<file path="config.mk">
export PLATFORM = sky130hd
export DESIGN_NAME = mod_sampler_flat
export DESIGN_NICKNAME = d
export VERILOG_FILES = /design/src/rtl/mod_sampler_if.sv /design/src/rtl/mod_sampler.sv /design/src/flat_wrapper.sv
export SDC_FILE = /design/constraint.sdc
export NUM_CORES = 1
export LEC_CHECK = 0
export ABC_AREA = 0
export ABC_CLOCK_PERIOD_IN_PS = 9700
export CAP_MARGIN = 15
export CELL_PAD_IN_SITES_DETAIL_PLACEMENT = 0
export CELL_PAD_IN_SITES_GLOBAL_PLACEMENT = 1
export CORE_ASPECT_RATIO = 1.5
export CORE_MARGIN = 8
export CORE_UTILIZATION = 40
export DETAILED_ROUTE_END_ITERATION = 6
export GPL_TIMING_DRIVEN = 0
export PLACE_DENSITY_LB_ADDON = 0.1
export SLEW_MARGIN = 40
export SYNTH_ARGS = -nofsm -noshare
export SYNTH_HDL_FRONTEND = slang
export SYNTH_SLANG_ARGS = --single-unit
</file>
<file path="constraint.sdc">
create_clock -name clk -period 9.7 [get_ports clk]
set_clock_uncertainty 0.15 [all_clocks]
set_input_delay 1.94 -clock clk [delete_from_list [all_inputs] [get_ports clk]]
set_output_delay 1.94 -clock clk [all_outputs]
set_load 0.01 [all_outputs]
</file>
<file path="src/rtl/mod_sampler_if.sv">
// mod_sampler_if: read port between the modulation sampler and the modulation BRAMs.
// The sampler drives address and bank select; the memory returns read data after
// a fixed latency.
interface mod_sampler_if;
   logic [14:0] mod_idx;
   logic        mod_segment;
   logic [7:0]  mod_value;

   modport master (
      output mod_idx,
      output mod_segment,
      input  mod_value
   );

   modport slave (
      input  mod_idx,
      input  mod_segment,
      output mod_value
   );
endinterface

</file>
<file path="src/rtl/mod_sampler.sv">
// mod_sampler: walks the modulation table of the playing segment once per update
// (divided by FREQ_DIV), absorbs the BRAM read latency and presents one registered
// intensity per update. Handles immediate and end-of-cycle segment switching.
// Optional finite looping is enabled with the macro MOD_SAMPLER_LOOP_EN.
module mod_sampler #(
   parameter int NumSegment  = 2,
   parameter int ReadLatency = 2
) (
   input  logic          clk,
   input  logic          rst_n,
   input  logic          update,
   input  logic [15:0]   freq_div0,
   input  logic [15:0]   freq_div1,
   input  logic [14:0]   cycle0,
   input  logic [14:0]   cycle1,
   input  logic          req_valid,
   input  logic          req_segment,
   input  logic          req_mode,
`ifdef MOD_SAMPLER_LOOP_EN
   input  logic [15:0]   loop_rep,
`endif
   mod_sampler_if.master bram,
   output logic [7:0]    dout,
   output logic          dout_valid,
   output logic          segment_now,
   output logic          pending,
   output logic          finished
);

   // The segment select is a single bit, so only two segments can be addressed.
   if (NumSegment != 2) begin : g_cfg_check
      $error("mod_sampler supports exactly two segments");
   end

   typedef enum logic {RUN, WAIT_WRAP} state_t;

   state_t              state;
   logic [15:0]         divcnt;
   logic [14:0]         idx_q;
   logic                seg_q;
   logic                tgt_seg;
   logic                imm_req;
   logic [ReadLatency:0] strb;

   logic [15:0] div_sel;
   logic [15:0] div_last;
   logic [14:0] cyc_sel;
   logic        advance;
   logic        at_wrap;
   logic        eff_imm;
   logic        eff_sync;
   logic        eff_tgt;
   logic        do_switch;
   logic        hold_last;

`ifdef MOD_SAMPLER_LOOP_EN
   logic [15:0] rep_q;
   logic [15:0] loops_left;
   logic        fin_q;
   logic [15:0] eff_rep;

   assign eff_rep   = req_valid ? loop_rep : rep_q;
   assign hold_last = (loops_left == 16'd0);
   assign finished  = fin_q;
`else
   assign hold_last = 1'b0;
   assign finished  = 1'b0;
`endif

   assign bram.mod_idx     = idx_q;
   assign bram.mod_segment = seg_q;
   assign segment_now      = seg_q;

   // Divider and cycle length follow the playing segment live; a divider of 0 acts as 1.
   assign div_sel  = seg_q ? freq_div1 : freq_div0;
   assign div_last = (div_sel == 16'd0) ? 16'd0 : div_sel - 16'd1;
   assign cyc_sel  = seg_q ? cycle1 : cycle0;
   assign advance  = (divcnt >= div_last);
   assign at_wrap  = (idx_q >= cyc_sel);

   // A request arriving this cycle overrides whatever was latched earlier.
   assign eff_imm   = req_valid ? ~req_mode   : imm_req;
   assign eff_sync  = req_valid ? req_mode    : (state == WAIT_WRAP);
   assign eff_tgt   = req_valid ? req_segment : tgt_seg;
   assign do_switch = update & (eff_imm | (advance & at_wrap & eff_sync));

   // Segment FSM plus divider/index counters; a switch restarts the new segment at index 0.
   always_ff @(posedge clk or negedge rst_n) begin
      if (!rst_n) begin
         state      <= RUN;
         pending    <= 1'b0;
         imm_req    <= 1'b0;
         tgt_seg    <= 1'b0;
         seg_q      <= 1'b0;
         idx_q      <= 15'd0;
         divcnt     <= 16'd0;
`ifdef MOD_SAMPLER_LOOP_EN
         rep_q      <= 16'hFFFF;
         loops_left <= 16'hFFFF;
         fin_q      <= 1'b0;
`endif
      end else begin
         if (req_valid) begin
            tgt_seg <= req_segment;
            imm_req <= ~req_mode;
            pending <= req_mode;
            state   <= req_mode ? WAIT_WRAP : RUN;
`ifdef MOD_SAMPLER_LOOP_EN
            rep_q   <= loop_rep;
`endif
         end
         if (do_switch) begin
            seg_q      <= eff_tgt;
            idx_q      <= 15'd0;
            divcnt     <= 16'd0;
            imm_req    <= 1'b0;
            pending    <= 1'b0;
            state      <= RUN;
`ifdef MOD_SAMPLER_LOOP_EN
            loops_left <= eff_rep;
            fin_q      <= 1'b0;
`endif
         end else if (update) begin
            if (!advance) begin
               divcnt <= divcnt + 16'd1;
            end else begin
               divcnt <= 16'd0;
               if (!at_wrap) begin
                  idx_q <= idx_q + 15'd1;
               end else if (hold_last) begin
                  idx_q <= cyc_sel;
`ifdef MOD_SAMPLER_LOOP_EN
                  fin_q <= 1'b1;
`endif
               end else begin
                  idx_q <= 15'd0;
`ifdef MOD_SAMPLER_LOOP_EN
                  if (loops_left != 16'hFFFF) begin
                     loops_left <= loops_left - 16'd1;
                  end
`endif
               end
            end
         end
      end
   end

   // Delay the update strobe by the BRAM latency and register the read data when it lands.
   always_ff @(posedge clk or negedge rst_n) begin
      if (!rst_n) begin
         strb       <= '0;
         dout       <= 8'hFF;
         dout_valid <= 1'b0;
      end else begin
         strb[0] <= update;
         for (int i = 1; i <= ReadLatency; i++) begin
            strb[i] <= strb[i-1];
         end
         dout_valid <= strb[ReadLatency];
         if (strb[ReadLatency]) begin
            dout <= bram.mod_value;
         end
      end
   end

endmodule
</file>
<file path="src/flat_wrapper.sv">
// flat-port wrapper written by rule: the top's interface ports become plain ports
module mod_sampler_flat 
#(
   parameter int NumSegment  = 2,
   parameter int ReadLatency = 2
)
  (clk, rst_n, update, freq_div0, freq_div1, cycle0, cycle1, req_valid, req_segment, req_mode, dout, dout_valid, segment_now, pending, finished, bram_mod_idx, bram_mod_segment, bram_mod_value);
  mod_sampler_if bram_i ();
  input  logic clk;
  input  logic rst_n;
  input  logic update;
  input  logic [15:0] freq_div0;
  input  logic [15:0] freq_div1;
  input  logic [14:0] cycle0;
  input  logic [14:0] cycle1;
  input  logic req_valid;
  input  logic req_segment;
  input  logic req_mode;
  output logic [7:0] dout;
  output logic dout_valid;
  output logic segment_now;
  output logic pending;
  output logic finished;
  output wire logic [$bits(bram_i.mod_idx)-1:0] bram_mod_idx;
  output wire logic [$bits(bram_i.mod_segment)-1:0] bram_mod_segment;
  input wire logic [$bits(bram_i.mod_value)-1:0] bram_mod_value;
  assign bram_mod_idx = bram_i.mod_idx;
  assign bram_mod_segment = bram_i.mod_segment;
  assign bram_i.mod_value = bram_mod_value;
  mod_sampler #(.NumSegment(NumSegment), .ReadLatency(ReadLatency)) u_core (.clk(clk), .rst_n(rst_n), .update(update), .freq_div0(freq_div0), .freq_div1(freq_div1), .cycle0(cycle0), .cycle1(cycle1), .req_valid(req_valid), .req_segment(req_segment), .req_mode(req_mode), .bram(bram_i), .dout(dout), .dout_valid(dout_valid), .segment_now(segment_now), .pending(pending), .finished(finished));
endmodule
</file>
# ---- Yosys cells after proc, flatten, opt, wreduce, memory -nomap -nowiden
# Cells that the tools add are included.
dict set report word_totals {
  inputBits 76
  n_memories 0
  mem_bits_rw 0
  latch_bits 0
  romBits 0
  regBits 48
}
dict set report classes {
  n_reduce_logical 5
  n_mul 0
  order_cmp 2
  n_shift 0
  add_sub_neg 3
  div 0
  eq_ne 0
  muxes 19
  bitwise_logic 5
}
# cell count
set ops {}
lappend ops {{$mux W16} 5}
lappend ops {{$mux W15} 5}
lappend ops {{$add A16 B1 Y16 const B} 1}
lappend ops {{$ge A16 B16 Y1} 1}
lappend ops {{$logic_not A16 Y1} 1}
lappend ops {{$sub A16 B1 Y16 const B} 1}
lappend ops {{$add A15 B1 Y15 const B} 1}
lappend ops {{$ge A15 B15 Y1} 1}
lappend ops {{$mux W1} 9}
lappend ops {{$reduce_bool A2 Y1} 3}
lappend ops {{$and A1 B1 Y1} 3}
lappend ops {{$reduce_and A2 Y1} 1}
lappend ops {{$not A1 Y1} 1}
lappend ops {{$or A1 B1 Y1} 1}

# ---- Logic depth before layout (Yosys ltp)
# Gate-level depths: netlist (run 1).
dict set report depth {
  depth_word 10
  depth_mapped 18
  depth_no_buf 14
}

# ---- Worst setup path after synthesis (run 1)
# OpenSTA, ideal clock, no wires.
dict set report synth_path {
  path_kind {input-to-reg}
  from {in freq_div1[0]}
  to {reg u_core.idx_q[6], in the netlist u_core.bram.mod_idx[6]}
  t_arrival_ns 4.978
  path_slack_ns 4.450
  setup_ns 0.122
  path_stages 15
  required_time_ns 9.428
  path_buffers 1
  path_cell_list {mux2i_1 ha_1 o21ai_1 or3b_1 nor2_1 nand2_1 mux2_2 ha_1 nand4_2 nor3_1 or4b_4 a31oi_4 buf_6 o21ai_2 a32o_1}
}
dict set report synth_via {
  elab_chain_cells 10
}
# element line
set synth_lines {}
lappend synth_lines {{from (decl)} flat_wrapper.sv:13} ;# input logic [15:0] freq_div1;
lappend synth_lines {{$mux W16 (*)} mod_sampler.sv:75} ;# assign div_sel = seg_q ? freq_div1 : freq_div0;
lappend synth_lines {{$sub A16 B1 Y16 / $logic_not A16 Y1 (equally long branches)} mod_sampler.sv:76} ;# assign div_last = (div_sel == 16'd0) ? 16'd0 : div_sel - 16'd1;
lappend synth_lines {{$mux W16 (*)} mod_sampler.sv:76}
lappend synth_lines {{$ge A16 B16 Y1 (*)} mod_sampler.sv:78} ;# assign advance = (divcnt >= div_last);
lappend synth_lines {{$and A1 B1 Y1 (2 in series)} mod_sampler.sv:85} ;# assign do_switch = update & (eff_imm | (advance & at_wrap & eff_sync));
lappend synth_lines {{$or A1 B1 Y1} mod_sampler.sv:85}
lappend synth_lines {{$and A1 B1 Y1} mod_sampler.sv:85}
lappend synth_lines {{$reduce_bool A2 Y1 (no source line)} -}
lappend synth_lines {{$reduce_and A2 Y1 (no source line)} -}
lappend synth_lines {{to (signal assigned)} mod_sampler.sv:129} ;# idx_q <= idx_q + 15'd1;
lappend synth_lines {{to (signal assigned)} mod_sampler.sv:131} ;# idx_q <= cyc_sel;
lappend synth_lines {{to (decl)} mod_sampler.sv:39} ;# logic [14:0] idx_q;
# Mark *: on every way between the ends. The rest lies on a longest branch, timed or not.
# A chain may end at the register's enable or synchronous reset.

# ---- Worst setup path in the final report (run 1)
dict set report layout_path {
  from {in freq_div0[0]}
  to {reg u_core.idx_q[4], in the netlist u_core.bram.mod_idx[4]}
}
dict set report layout_via {
  elab_chain_cells 10
}
# element line
set layout_lines {}
lappend layout_lines {{from (decl)} flat_wrapper.sv:12} ;# input logic [15:0] freq_div0;
lappend layout_lines {{$mux W16 (*)} mod_sampler.sv:75}
lappend layout_lines {{$sub A16 B1 Y16 / $logic_not A16 Y1 (equally long branches)} mod_sampler.sv:76}
lappend layout_lines {{$mux W16 (*)} mod_sampler.sv:76}
lappend layout_lines {{$ge A16 B16 Y1 (*)} mod_sampler.sv:78}
lappend layout_lines {{$and A1 B1 Y1 (2 in series)} mod_sampler.sv:85}
lappend layout_lines {{$or A1 B1 Y1} mod_sampler.sv:85}
lappend layout_lines {{$and A1 B1 Y1} mod_sampler.sv:85}
lappend layout_lines {{$reduce_bool A2 Y1 (no source line)} -}
lappend layout_lines {{$reduce_and A2 Y1 (no source line)} -}
# Marks and branches as above.

==> results.yml, run 1 <==
setup_path:
  crit_path_end: "u_core.bram.mod_idx[4]"
  timing.critical_path.to_type: "register"
  worst-path-max-fanout: 10
  cpMaxStageDelayCell: "sky130_fd_sc_hd__or4b_4"
  critPathKind: "input pin to register"
  critical-path-top-cell-by-count: "sky130_fd_sc_hd__ha_1"
  crit-reg2reg-capture: "u_core.bram.mod_idx[4]"
  path_cells: "clkdlybuf4s50_1, mux2i_1, ha_1, o21ai_1, or3b_1, nor2_1, nand2_1, mux2_2, ha_1, nand4_2, nor3_1, or4b_4, a31oi_4, buf_6, a21boi_1, o22ai_1"
  critical_path_required_ns: 9.71
  startpoint: "freq_div0[0]"
  arrival_time_of_data_at_the_critical_path_endpoint_ns: 5.83
  worst_setup_sp_type: "input pin"
  critical_path.reg2reg.startpoint: "u_core.bram.mod_segment"
  ff2ff_setup_slack_ns: 4.27
  timing.reg2reg.worst_path_depth: 18
  cp_slowest_stage_delay_ns: 0.52
sta:
  hold_viol_final: 0
  post-route-min-period_ns: 5.81
  timing.final.crit_share: 0.599
  worst_hold_slack_ns: 0.205
  slew_violations: 0
  setup_tns_final_ns: 0
  max_slew_margin: 0.501
  max_slew.worst_pin.slew_ns: 0.748
  fmaxAchievable_mhz: 172
  setup_viol: 0
  grt_setup_unrepaired: "no"
finish:
  layout.cells.most_common_list: "101 x sky130_fd_sc_hd__clkdlybuf4s50_1, 39 x sky130_fd_sc_hd__dfrtp_1, 35 x sky130_fd_sc_hd__ha_1"
  area.growth.synth_to_final_pct: 36.0
  share_of_post_route_cells_with_drive_strength_above_1: 0.104
  diodes: 0
  finish.net_count: 628
  fill_cells: 853
  layout_commonest_cell: "sky130_fd_sc_hd__clkdlybuf4s50_1"
detailed_routing:
  detail_route_antenna_nets: 0
  m1WireLength_um: 4110
  vias_post_dr: 3420
  detail_route.iter0.violations: 107
  drt_pass1_iterations: 4
  detail_route.vias_per_cell: 5.43
  route.met3.wl_um: 498
  wl_um: 10900
  met2WireLength_um: 6080
  top_layer_used: "met4"
  detail_route.drc_violations: 0
  wire_per_inst_um: 17.3
floorplan:
  floorplan.initialDensity: 0.411
  dieWidth_um: 95.4
  core_area_mm2: 0.00920
  design.die.area_mm2: 0.0129
  io_pins: 104
  die_h_um: 135
  core.rowCount: 43
clock_tree:
  worst_skew_pair.late_latency_ns: 0.29
  cts_num_sinks: 47
  post_cts_repair_timing_setup_buffer_count: 0
  ctsRootBufferMaster: "sky130_fd_sc_hd__clkbuf_16"
  worst_setup_hold_path_clk_slew_ns: 0.07
  cts_tree: "yes"
  cts-root-to-sink-buffers: 2
  htree_levels: 2
  cts.hold.buffers_added: 0
  cts-buffers-inserted: 5
  cts_repair_resizes: 0
logic_synthesis:
  yosys_warnings: 0
  synth_simple_gate_area_frac: 0.200
  ys_types: 60
  synth.net_count: 518
  synth_fa_ha_area_frac: 0.116
  seq_area_frac_synth: 0.314
  syn_area_per_cell_um2: 9.29
  post_synthesis_compound_gate_area_fraction: 0.144
  syn_inst: 407
  ys_ff_latch: 47
  async_set_reset_flop_share_out_of_synthesis: 1.00
  synthFlopType: "sky130_fd_sc_hd__dfrtp_1"
  synthXorXnorAreaFrac: 0.0602
  muxShareOfSynthArea: 0.123
  synth-edff-count: 0
  synth_top_family_by_area: "simple AND/OR/NAND/NOR gates"
  synth_area_mm2: 0.00378
power:
  p_per_area_mw_per_mm2: 140
  vdd_ir_drop_max_uv: 107
  static-leakage-power_nw: 2.25
placement:
  detailedPlacementHpwl_um: 8770
  gp_congestion: 0.857
  buffer_ports.inserted: 102
run:
  drv.max_cap_violation_count: 0
global_routing:
  grt_pass1_vias: 3704
  grt_start_max_net_pins: 38
  grt.overflow.total: 0
  global_route.usage.total: 0.176
  number_of_antenna_violations_at_the_first_check_in_global_routing: 0
  grt_pass1_wl_um: 18200
min_path:
  hold_path.class: "register to register"
  hold_depth: 0
status:
  run_status: "complete, no violations"
layer usage:
layer  GRT usage  up-vias
li1            -     1697
met1       0.183     1641
met2       0.336       71
met3      0.0339       11
met4      0.0549        0
met5           0        -
where the power goes:
group | total [W] | internal (W) | switching (W)
registers | 0.000250 | 0.000222 | 0.0000288
clock network | 0.000205 | 0.000130 | 0.0000755
logic | 0.000263 | 0.000135 | 0.000128
how the worst min path moves through the flow:
stage	from	end	slack [ns]
after floorplan	u_core.strb[0]	u_core.strb[1]	0.18
after global placement	u_core.strb[0]	u_core.strb[1]	0.19
after detailed placement	u_core.strb[1]	u_core.strb[2]	0.19
after CTS	u_core.strb[1]	u_core.strb[2]	0.21
after global routing	u_core.strb[0]	u_core.strb[1]	0.21
final	u_core.strb[0]	u_core.strb[1]	0.21
state kept, by name, summed over array words and instances (netlist names):
register	cells
u_core.bram.mod_idx	15
u_core.bram.mod_segment	1
u_core.divcnt	16
u_core.dout	8
u_core.dout_valid	1
u_core.imm_req	1
u_core.state	1
u_core.strb	3
u_core.tgt_seg	1
layout make-up:
class	count	area [um2]	area share
inverters	17	63.8	0.0124
plain buffers	15	98.8	0.0192
multi-input cells	328	2440	0.474
well taps	112	140	0.0273
flip-flops and latches	47	1190	0.231
clock inverters	2	38.8	0.00754
clock buffers	6	139	0.0270
repair buffers	103	1040	0.202
logic make-up after synthesis:
| logic type | Yosys count |
|---|---|
| compound gates | 78 |
| xor+xnor | 26 |
| fa+ha+maj | 35 |
| buf+inv | 32 |
| flops | 47 |
| mux | 45 |
| other cells | 1 |
| simple gates | 143 |
per-stage QoR:
stage	instances	setup slack, ns	cell area [um2]	power (W)	utilization
4_1_cts	630	3.86	5140	0.000728	0.558
3_5_place_dp	622	3.56	4960	0.000518	0.539
2_1_floorplan	407	4.45	3780	0.000394	-
3_3_place_gp	621	3.60	4940	0.000511	0.537
6_report	630	3.89	5140	0.000718	0.559
5_1_grt	630	3.56	5140	0.000763	0.559
critical path: cells and delay by family:
family                   cells  cell delay, ns
AND/OR/NAND/NOR              6            1.49
AO/OA/AOI/OAI                4            0.74
buffers and inverters        2            0.63
adder cells (fa/ha/maj)      2            0.54
multiplexers                 2            0.49
Yosys cell counts (4+ instances only):
| cell type | number | area share |
|---|---|---|
| sky130_fd_sc_hd__and3_1 | 4 | 0.0066 |
| sky130_fd_sc_hd__o21a_1 | 6 | 0.012 |
| sky130_fd_sc_hd__dfrtp_1 | 39 | 0.26 |
| sky130_fd_sc_hd__mux2i_1 | 32 | 0.085 |
| sky130_fd_sc_hd__o21ai_0 | 11 | 0.015 |
| sky130_fd_sc_hd__nor3_1 | 12 | 0.016 |
| sky130_fd_sc_hd__clkbuf_1 | 4 | 0.0040 |
| sky130_fd_sc_hd__nand2b_1 | 12 | 0.020 |
| sky130_fd_sc_hd__a21boi_0 | 6 | 0.012 |
| sky130_fd_sc_hd__xnor2_1 | 12 | 0.028 |
| sky130_fd_sc_hd__a21oi_1 | 16 | 0.021 |
| sky130_fd_sc_hd__nand3_1 | 19 | 0.025 |
| sky130_fd_sc_hd__o211ai_1 | 5 | 0.0099 |
| sky130_fd_sc_hd__o22ai_1 | 10 | 0.017 |
| sky130_fd_sc_hd__mux2_2 | 13 | 0.039 |
| sky130_fd_sc_hd__nor2_1 | 29 | 0.029 |
| sky130_fd_sc_hd__inv_1 | 17 | 0.017 |
| sky130_fd_sc_hd__ha_1 | 35 | 0.12 |
| sky130_fd_sc_hd__buf_4 | 4 | 0.0079 |
| sky130_fd_sc_hd__nand4_1 | 12 | 0.020 |
| sky130_fd_sc_hd__xor2_1 | 14 | 0.032 |
| sky130_fd_sc_hd__nand2_1 | 31 | 0.031 |
| sky130_fd_sc_hd__dfstp_2 | 8 | 0.056 |
Note: power is estimated with default switching activity, not from simulation.
==> inputs of run 2 (changes only) <==
- ABC_CLOCK_PERIOD_IN_PS: 9700 -> 5600
- CORE_UTILIZATION: 40 -> 37
- clock period: 9.7 -> 5.6 ns (I/O delays scaled with it)
==> results.yml, run 2 (same netlist as run 1, synthesis figures left out) <==
clock_tree:
  cts-buffers-inserted: 5
  ctsRootBufferMaster: "sky130_fd_sc_hd__clkbuf_16"
  cts.hold.buffers_added: 0
  cts_num_sinks: 47
  cts-root-to-sink-buffers: 2
  cts_tree: "yes"
  worst_setup_hold_path_clk_slew_ns: 0.07
  post_cts_repair_timing_setup_buffer_count: 0
  worst_skew_pair.late_latency_ns: 0.29
  htree_levels: 2
  cts_repair_resizes: 0
detailed_routing:
  detail_route.drc_violations: 0
  wire_per_inst_um: 16.9
  wl_um: 10700
  detail_route.iter0.violations: 100
  detail_route.vias_per_cell: 5.39
  detail_route_antenna_nets: 0
  vias_post_dr: 3415
  drt_pass1_iterations: 4
setup_path:
  cp_slowest_stage_delay_ns: 0.52
  path_cells: "buf_2, buf_2, mux2i_1, ha_1, o21ai_1, or3b_1, nor2_1, nand2_1, mux2_2, ha_1, nand4_2, nor3_1, or4b_4, a31oi_4, buf_6, a21boi_1, o22ai_1"
  critical_path_cell_count: 17
  timing.reg2reg.worst_path_depth: 17
  timing.critical_path.to_type: "register"
  startpoint: "u_core.bram.mod_segment"
  worst-path-buf-inv: 3
  arrival_time_of_data_at_the_critical_path_endpoint_ns: 5.21
  cpLargestDelayFamily: "simple AND/OR/NAND/NOR gates"
  worst_setup_sp_type: "register"
  critical_path_required_ns: 5.62
  worst-path-max-fanout: 19
  cpMaxStageDelayCell: "sky130_fd_sc_hd__or4b_4"
  critPathKind: "register to register"
  critical_path.reg2reg.startpoint: "u_core.bram.mod_segment"
sta:
  timing.final.crit_share: 0.927
  grt_setup_unrepaired: "no"
  max_slew_margin: 0.524
  max_slew.worst_pin.slew_ns: 0.715
  post-route-min-period_ns: 5.19
  setup_tns_final_ns: 0
  setup_viol: 0
  hold_viol_final: 0
  fmaxAchievable_mhz: 193
  slew_violations: 0
placement:
  dpl_cell_area_mm2: 0.00497
  buffer_ports.inserted: 102
  detailedPlacementHpwl_um: 8840
  placed_cells_incl_taps: 627
  gp_congestion: 0.831
run:
  drv.max_cap_violation_count: 0
floorplan:
  dieWidth_um: 98.5
  core.rowCount: 45
  design.die.area_mm2: 0.0138
  floorplan.initialDensity: 0.377
  die_h_um: 140
  io_pins: 104
  core_area_mm2: 0.0100
finish:
  seqCellArea_mm2: 0.00119
  finish.cell_count_without_fillers: 634
  top_register: "u_core.divcnt"
  diodes: 0
  finish.net_count: 627
  layout.cells.most_common_list: "101 x sky130_fd_sc_hd__clkdlybuf4s50_1, 39 x sky130_fd_sc_hd__dfrtp_1, 35 x sky130_fd_sc_hd__ha_1"
  fill_cells: 1003
  area.growth.synth_to_final_pct: 35.8
  layout_commonest_cell: "sky130_fd_sc_hd__clkdlybuf4s50_1"
  share_of_post_route_cells_with_drive_strength_above_1: 0.101
  largest_register_ffs: 16
  multiInputGateArea_mm2: 0.00244
  final_cell_area_mm2: 0.00513
status:
  run_status: "complete, no violations"
global_routing:
  grt.overflow.total: 0
  grt_start_max_net_pins: 33
  grt_pass1_wl_um: 17900
  number_of_antenna_violations_at_the_first_check_in_global_routing: 0
  global_route.usage.total: 0.159
  grt_pass1_vias: 3746
power:
  p_per_area_mw_per_mm2: 239
  vdd_ir_drop_max_uv: 200
  static-leakage-power_nw: 2.24
  fin_total_pwr_w: 0.00123
min_path:
  hold_path.class: "register to register"
  hold_depth: 0
  worstHoldStart: "u_core.strb[0]"
[run 2: power by group]
part	total, W	leakage (nW)	switching (W)	internal, W
registers	0.000433	0.600	0.0000489	0.000384
clock network	0.000343	0.0818	0.000132	0.000211
logic	0.000450	1.56	0.000217	0.000233
total	0.00123	2.24	0.000398	0.000828
[run 2: final timing paths]
check	endpoint	slack, ns
min in group asynchronous	u_core.divcnt[8]	0.53
min	u_core.strb[1]	0.20
max reg2reg	u_core.bram.mod_idx[4]	0.41
min reg2reg	u_core.strb[1]	0.20
max	u_core.bram.mod_idx[4]	0.41
max in group asynchronous	u_core.dout[4]	4.27
[run 2: cell type report]
class                      instances  share of cell area
buffer                            14              0.0183
inverter                          17              0.0124
clock buffer                       5              0.0244
multi-input combinational        328               0.475
sequential                        47               0.231
timing repair buffer             103               0.202
clock inverter                     3             0.00829
tap                              117              0.0285
[run 2: worst reg2reg max path: stages, from the launching register on]
cell and delay (ns):
sky130_fd_sc_hd__dfrtp_1 0.48, sky130_fd_sc_hd__buf_2 0.52, sky130_fd_sc_hd__buf_2 0.42, sky130_fd_sc_hd__mux2i_1 0.29
sky130_fd_sc_hd__ha_1 0.21, sky130_fd_sc_hd__o21ai_1 0.16, sky130_fd_sc_hd__or3b_1 0.45, sky130_fd_sc_hd__nor2_1 0.15
sky130_fd_sc_hd__nand2_1 0.06, sky130_fd_sc_hd__mux2_2 0.27, sky130_fd_sc_hd__ha_1 0.30, sky130_fd_sc_hd__nand4_2 0.13
sky130_fd_sc_hd__nor3_1 0.19, sky130_fd_sc_hd__or4b_4 0.52, sky130_fd_sc_hd__a31oi_4 0.31, sky130_fd_sc_hd__buf_6 0.20
sky130_fd_sc_hd__a21boi_1 0.17, sky130_fd_sc_hd__o22ai_1 0.09
[run 2: layer usage]
metal | wire length (um) | up-vias | GRT usage | part of all wire
met5 | 0 | - | 0 | 0
met4 | 210 | 0 | 0.0609 | 0.020
met3 | 444 | 16 | 0.0310 | 0.041
met2 | 5870 | 72 | 0.309 | 0.55
met1 | 4200 | 1629 | 0.160 | 0.39
li1 | - | 1698 | - | -
[run 2: metrics by stage]
step                hold slack (ns)  setup slack, ns   util
floorplan                     0.181            0.818      -
global placement              0.183           -0.167  0.494
global route                  0.219           0.0930  0.512
CTS                           0.207            0.342  0.512
detailed placement            0.192           -0.152  0.496
finish                        0.202            0.409  0.512
==> inputs of run 3 (changes only) <==
- CAP_MARGIN: 15 -> not set
==> results of run 3 <==
The final DEF is identical to that of run 2; final timing and power are the same.
